**src/rtl/spu_slotsequencer.sv**
```systemverilog
// SPU slot sequencer: splits each sample frame into voice and reverb slots and
// publishes the in-slot cycle, slot index, phase flags and capture write index.
module spu_slotsequencer #(
   parameter int SLOT_CYCLES        = 24,
   parameter int NUM_SLOTS          = 32,
   parameter int NUM_VOICES         = 24,
   parameter int CAPTURE_DEPTH_LOG2 = 9
) (
   input  logic                          i_clk,
   input  logic                          i_rst,
   input  logic                          i_spuEnable,
   output logic [4:0]                    o_voiceCounter,
   output logic [4:0]                    o_currVoice,
   output logic                          o_reverbInactive,
   output logic [2:0]                    o_reverbSlot,
   output logic                          o_isVoice1,
   output logic                          o_isVoice3,
   output logic                          o_frameStart,
   output logic                          o_frameEnd,
   output logic [CAPTURE_DEPTH_LOG2-1:0] o_captureIndex
);

   localparam logic [4:0] LP_LAST_CYC    = 5'(SLOT_CYCLES - 1);
   localparam logic [4:0] LP_LAST_SLOT   = 5'(NUM_SLOTS - 1);
   localparam logic [4:0] LP_NUM_VOICES  = 5'(NUM_VOICES);
   localparam logic [2:0] LP_VOICE_OFS   = 3'(NUM_VOICES);
   localparam logic [CAPTURE_DEPTH_LOG2-1:0] LP_CAP_ONE = CAPTURE_DEPTH_LOG2'(1);

   logic                          r_run;
   logic [4:0]                    r_cycCnt;
   logic [4:0]                    r_slotCnt;
   logic [CAPTURE_DEPTH_LOG2-1:0] r_capIdx;

   logic w_lastCyc;
   logic w_lastSlot;
   logic w_inVoice;

   assign w_lastCyc  = (r_cycCnt == LP_LAST_CYC);
   assign w_lastSlot = (r_slotCnt == LP_LAST_SLOT);
   assign w_inVoice  = (r_slotCnt < LP_NUM_VOICES);

   // Counters only advance once run has been set for a cycle, so the first
   // enabled edge shows slot 0 / cycle 0; a low enable clears ahead of any wrap.
   always_ff @(posedge i_clk or posedge i_rst) begin
      if (i_rst) begin
         r_run     <= 1'b0;
         r_cycCnt  <= '0;
         r_slotCnt <= '0;
         r_capIdx  <= '0;
      end else begin
         r_run <= i_spuEnable;
         if (!i_spuEnable) begin
            r_cycCnt  <= '0;
            r_slotCnt <= '0;
            r_capIdx  <= '0;
         end else if (r_run) begin
            if (w_lastCyc) begin
               r_cycCnt <= '0;
               if (w_lastSlot) begin
                  r_slotCnt <= '0;
                  r_capIdx  <= r_capIdx + LP_CAP_ONE;
               end else begin
                  r_slotCnt <= r_slotCnt + 5'd1;
               end
            end else begin
               r_cycCnt <= r_cycCnt + 5'd1;
            end
         end
      end
   end

   assign o_voiceCounter   = r_cycCnt;
   assign o_currVoice      = r_slotCnt;
   assign o_captureIndex   = r_capIdx;
   assign o_reverbInactive = r_run & w_inVoice;
   assign o_reverbSlot     = (r_run && !w_inVoice) ? (r_slotCnt[2:0] - LP_VOICE_OFS) : 3'd0;
   assign o_isVoice1       = r_run & (r_slotCnt == 5'd1);
   assign o_isVoice3       = r_run & (r_slotCnt == 5'd3);
   assign o_frameStart     = r_run & (r_slotCnt == 5'd0) & (r_cycCnt == 5'd0);
   assign o_frameEnd       = r_run & w_lastSlot & w_lastCyc;

endmodule
```
**config.mk**
```make
export PLATFORM = sky130hd
export DESIGN_NAME = spu_slotsequencer
export DESIGN_NICKNAME = d
export VERILOG_FILES = /design/src/rtl/spu_slotsequencer.sv
export SDC_FILE = /design/constraint.sdc
export NUM_CORES = 1
export LEC_CHECK = 0
export ABC_AREA = 1
export CORE_ASPECT_RATIO = 0.9
export CORE_UTILIZATION = 39
export DETAILED_ROUTE_END_ITERATION = 16
export GPL_TIMING_DRIVEN = 0
export HOLD_SLACK_MARGIN = 0.03
export PLACE_DENSITY = 0.74
export SYNTH_ARGS = -nofsm -noshare
export SYNTH_HDL_FRONTEND = slang
export SYNTH_SLANG_ARGS = --single-unit
```
**constraint.sdc**
```tcl
create_clock -name i_clk -period 5.7 [get_ports i_clk]
set_clock_uncertainty 0.15 [all_clocks]
set_input_delay 1.14 -clock i_clk [delete_from_list [all_inputs] [get_ports i_clk]]
set_output_delay 1.14 -clock i_clk [all_outputs]
set_load 0.01 [all_outputs]
```
# Word level (Yosys, flattened, before mapping)
# Index checks and enable logic that the tools add are counted.
# Widths: inputs -> output; s select.
[op_classes] n_addsub=3 multipliers=0 n_div=0 magnitude_cmp=1 n_eq_ne=7 shifts=0 n_mux=12 bitwise_logic=7 n_reduce_logical=6
[op_table] cell="$mux 9" n=4
[op_table] cell="$mux 5" n=7
[op_table] cell="$add 5x1->5 const B" n=2
[op_table] cell="$eq 5x5->1 const B" n=2
[op_table] cell="$logic_not 5->1" n=2
[op_table] cell="$add 9x1->9 const B" n=1
[op_table] cell="$and 1x1->1" n=7
[op_table] cell="$ne 2x1->1 const B" n=3
[op_table] cell="$eq 5x1->1 const B" n=1
[op_table] cell="$eq 5x2->1 const B" n=1
[op_table] cell="$lt 5x5->1 const B" n=1
[op_table] cell="$mux 3" n=1
[op_table] cell="$reduce_and 3->1" n=1
[op_table] cell="$reduce_and 2->1" n=1
[op_table] cell="$logic_and 1x1->1" n=1
[op_table] cell="$logic_not 1->1" n=1
[totals] ff_bits=20 latchBits=0 mem_bits_rw=0 mem_bits_ro=0 inputBits=3 output_inout_bits=27 word_cells=40 n_memories=0

# Longest topological paths before layout
# Gate-level depths: netlist (run 1).
[logic_depth] word_depth=5 ltp_mapped=10

# Worst setup path after synthesis (run 1)
# No wires, ideal clock.
[synth_path] kind="reg2out" start="reg r_slotCnt[0] (netlist: o_currVoice[0])" end="out o_frameEnd" arrival_time_ns=1.416 path_slack_ns=2.994 stages_incl_launch_ff=8 cell_sequence="dfrtp_1 ha_1 nand2_1 nor2_1 ha_1 nand3_2 nor2_8 buf_8"
[synth_via] elab_chain_cells=3
[synth_lines] element="from (decl)" line_no="31" source="logic [4:0] r_slotCnt;"
[synth_lines] element="from (signal assigned)" line_no="63" source="r_slotCnt <= r_slotCnt + 5'd1;"
[synth_lines] element="$eq 5x5->1" line_no="39" source="assign w_lastSlot = (r_slotCnt == LP_LAST_SLOT);"
[synth_lines] element="$and 1x1->1 (2 in a row)" line_no="80" source="assign o_frameEnd = r_run & w_lastSlot & w_lastCyc;"
[synth_lines] element="to (decl)" line_no="19" source="output logic o_frameEnd,"
# No other way between the ends.

# Worst setup path in the final report (run 1)
# Same ends and word-level chain as after synthesis.

==> flow_metrics.env, run 1 <==
export IMPL_outcome="finished clean"
export IMPL_p_int_w=0.000211
export IMPL_synthCells=160
export IMPL_r2r_setup_slack_ps=3670
export IMPL_die_height_um=55.3
export IMPL_r2r_start="o_currVoice[0]"
export IMPL_post_route_period_util=0.648
export IMPL_core_mm2=0.00286
export IMPL_synth_cell_types=22
export IMPL_clk_latency_ps=310
export IMPL_grt_pass1_wl_mm=4.50
export IMPL_path_class="reg -> out"
export IMPL_final_hold_viol_count=0
export IMPL_ir_worst_vdd_mv=0.176
export IMPL_num_rows=18
export IMPL_vias_per_cell=4.86
export IMPL_p_switching_w=0.0000820
export IMPL_period_minus_slack_ps=3700
export IMPL_holdBufCountCts=0
export IMPL_post_cts_buffers=0
export IMPL_vias=1132
export IMPL_p_comb_frac=0.181
export IMPL_cp_end_kind="primary output"
export IMPL_clock_power_share=0.289
export IMPL_synth_simple_area_share=0.341
export IMPL_setup_tns_ps=0
export IMPL_final_area_mm2=0.00161
export IMPL_drv_cap=0
export IMPL_io_pins=30
export IMPL_fillCellCount=257
export IMPL_place_area_mm2=0.00157
export IMPL_synthTopCellsByArea="dfrtp_1 41%, nand2_1 11%, inv_1 7.6%, ha_1 7.1%, nor2_1 7.0%"
export IMPL_placed_cells=229
export IMPL_start_kind="register"
export IMPL_power_density_mw_per_mm2=182
export IMPL_cts_repair_resized=0
export IMPL_p_seq_frac=0.530
export IMPL_synth_top_cell_area_share=0.407
export IMPL_cts_made_buffers=3
export IMPL_numClockSinks=20
export IMPL_setup_viol=0
export IMPL_insertedDiodeCount=0
export IMPL_rr_worst_depth=10
export IMPL_synth_fa_ha_area_frac=0.0711
export IMPL_drc=0
export IMPL_clk_pin_slew_worst_paths_ps=120
export IMPL_yosys_warnings=0
export IMPL_nets=204
export IMPL_initial_utilization=0.430
export IMPL_syn_area_per_cell_um2=7.69
export IMPL_finish_utilization=0.562
export IMPL_place_gp_congestion=0.845
export IMPL_min_to="o_captureIndex[6]"
export IMPL_slew_viol_final=0
export IMPL_critPathArrivalTime_ps=2410
export IMPL_drive_above_1_share=0.0725
export IMPL_firstDrtPassIters=4
export IMPL_final_common_cell="nand2_1"
export IMPL_max_freq_ghz=0.271
export IMPL_ys_ff_latch=20
export IMPL_die_area_mm2=0.00339
export IMPL_hp_class="reg -> reg"
export IMPL_clk_path_buf_depth=2
export IMPL_track_usage=0.175
export IMPL_overflow=0
export IMPL_syn2layout_area_growth_pct=30.6
export IMPL_wl_per_cell_um=11.6
export IMPL_synth_cell_area_mm2=0.00123
export IMPL_p_leak_nw=0.746
export IMPL_worst_pin_slew_ps=761
export IMPL_critPathMaxFanout=10
export IMPL_io_buffers=29
export IMPL_sw_frac_of_total=0.280
export IMPL_ant_nets=0
export IMPL_rsz0062_at_grt="false"
export IMPL_synthesis_nets=170
export IMPL_required_ps=4410
export IMPL_htreeDepth=1
export IMPL_worstHoldStart="o_captureIndex[6]"
export IMPL_clock_root_buffer="clkbuf_4"
export IMPL_yosys_area_top_type="dfrtp_1"
export IMPL_tritoncts="built"
export IMPL_synth_xor_area_frac=0.00711
export IMPL_whs_path_depth=2
export IMPL_yosysSeqAreaShare=0.407
export IMPL_drt_total_wl_mm=2.71
export IMPL_muxShareOfSynthArea=0
export IMPL_most_common_layout_cells="36 x nand2_1, 29 x clkdlybuf4s50_1, 25 x inv_1"
export IMPL_maxSlewHeadroom=0.492
export IMPL_first_global_vias=996
export IMPL_reg2reg_to="o_captureIndex[8]"
export IMPL_place_hpwl_mm=2.04
export IMPL_antenna_found_initial=0
export IMPL_fin_cells=233
export IMPL_drtIter0Drc=56
export IMPL_synth_compound_area_share=0.0732
export IMPL_die_w_um=61.2
export IMPL_synth_top_family_by_area="simple AND/OR/NAND/NOR gates"
export IMPL_grt_max_degree=21
==> synth_stat cells <==
cell type  count
inv_1         25
nor2_8         1
nand4_1        7
nand3_4        1
o21ai_2        4
buf_6          1
dfrtp_1       20
nor2_1        23
o21ai_1        3
nor4_1         1
nor3b_1        2
nor3_1         3
ha_1           7
xor2_1         1
clkbuf_1       1
nand2_1       36
nand3_1       13
buf_8          1
a21oi_1        5
nand3_2        1
o21ai_0        3
nand2_2        1
==> cells by family (layout without fill, tap and decap cells) <==
| group | Yosys count | in the layout |
|---|---|---|
| xor gates and xnor gates | 1 | 1 |
| DFF | 20 | 20 |
| AOI/OAI and AO/OA | 15 | 15 |
| and+or+nand+nor | 89 | 89 |
| buffers and inverters | 28 | 61 |
| adders and majority gates | 7 | 7 |
==> state kept, by name, summed over array words and instances, names as in the netlist <==
register        cells
o_voiceCounter      5
o_currVoice         5
o_captureIndex      9
r_run               1
==> per-layer routing <==
| layer | global-route usage | routed length [um] |
|---|---|---|
| met5 | 0 | 0 |
| met4 | 0.0584 | 34 |
| met3 | 0.0422 | 95 |
| met2 | 0.262 | 1300 |
| met1 | 0.245 | 1280 |
==> through the flow <==
stage / hold WS, ps / worst slack, ps / power (W)
after global routing: 484 / 1790 / 0.000309
final: 451 / 2000 / 0.000293
after CTS: 457 / 2000 / 0.000295
after global placement: 412 / 2380 / 0.000210
after floorplan: 441 / 2990 / 0.000187
after detailed placement: 426 / 2360 / 0.000211
==> cell type report <==
type                            count  area, um2  share of cell area
Tap cell                           40       50.0              0.0311
Timing Repair Buffer               29        290               0.181
Sequential cell                    20        500               0.311
Clock buffer                        4       36.3              0.0226
Inverter                           25       93.8              0.0584
Buffer                              3       30.0              0.0187
Multi-Input combinational cell    112        607               0.377
==> how the worst max path moves through the flow <==
stage                         from    endpoint  slack, ps  depth (start not counted)
floorplan           o_currVoice[0]  o_frameEnd       2990                          7
global placement    o_currVoice[0]  o_frameEnd       2380                          8
detailed placement  o_currVoice[0]  o_frameEnd       2360                          8
CTS                 o_currVoice[0]  o_frameEnd       2000                          8
global route        o_currVoice[0]  o_frameEnd       1790                          8
finish              o_currVoice[0]  o_frameEnd       2000                          8
==> power groups by stage <==
stage / Combinational [W] / Clock (W) / Sequential [W]
floorplan: 0.0000280 / 0 / 0.000159
finish: 0.0000532 / 0.0000846 / 0.000155
global route: 0.0000592 / 0.0000928 / 0.000157
detailed placement: 0.0000532 / 0 / 0.000158
CTS: 0.0000538 / 0.0000863 / 0.000155
global placement: 0.0000523 / 0 / 0.000158
==> critical path, stage by stage, from the launching register on <==
cell	delay [ps]
dfrtp_1	480
ha_1	220
nand2_1	80
nor2_1	100
ha_1	210
nand3_2	150
nor2_8	180
buf_8	150
clkdlybuf4s50_1	530
Note: power is estimated with default switching activity, not from simulation.
==> run 2, diff against run 1 <==
Clock period 5.7 ns to 3.55 ns, I/O delays scaled along.
==> results of run 2 <==
Same layout as run 1 (identical final DEF). Status: finished clean.
Among the figures that moved: setup slack after placement 2360 ps -> 640 ps; setup slack after layout 2000 ps -> 284 ps; register-to-register setup slack 3670 ps -> 1520 ps; total power 0.000293 W -> 0.000470 W; worst IR drop on VDD 0.176 mV -> 0.282 mV
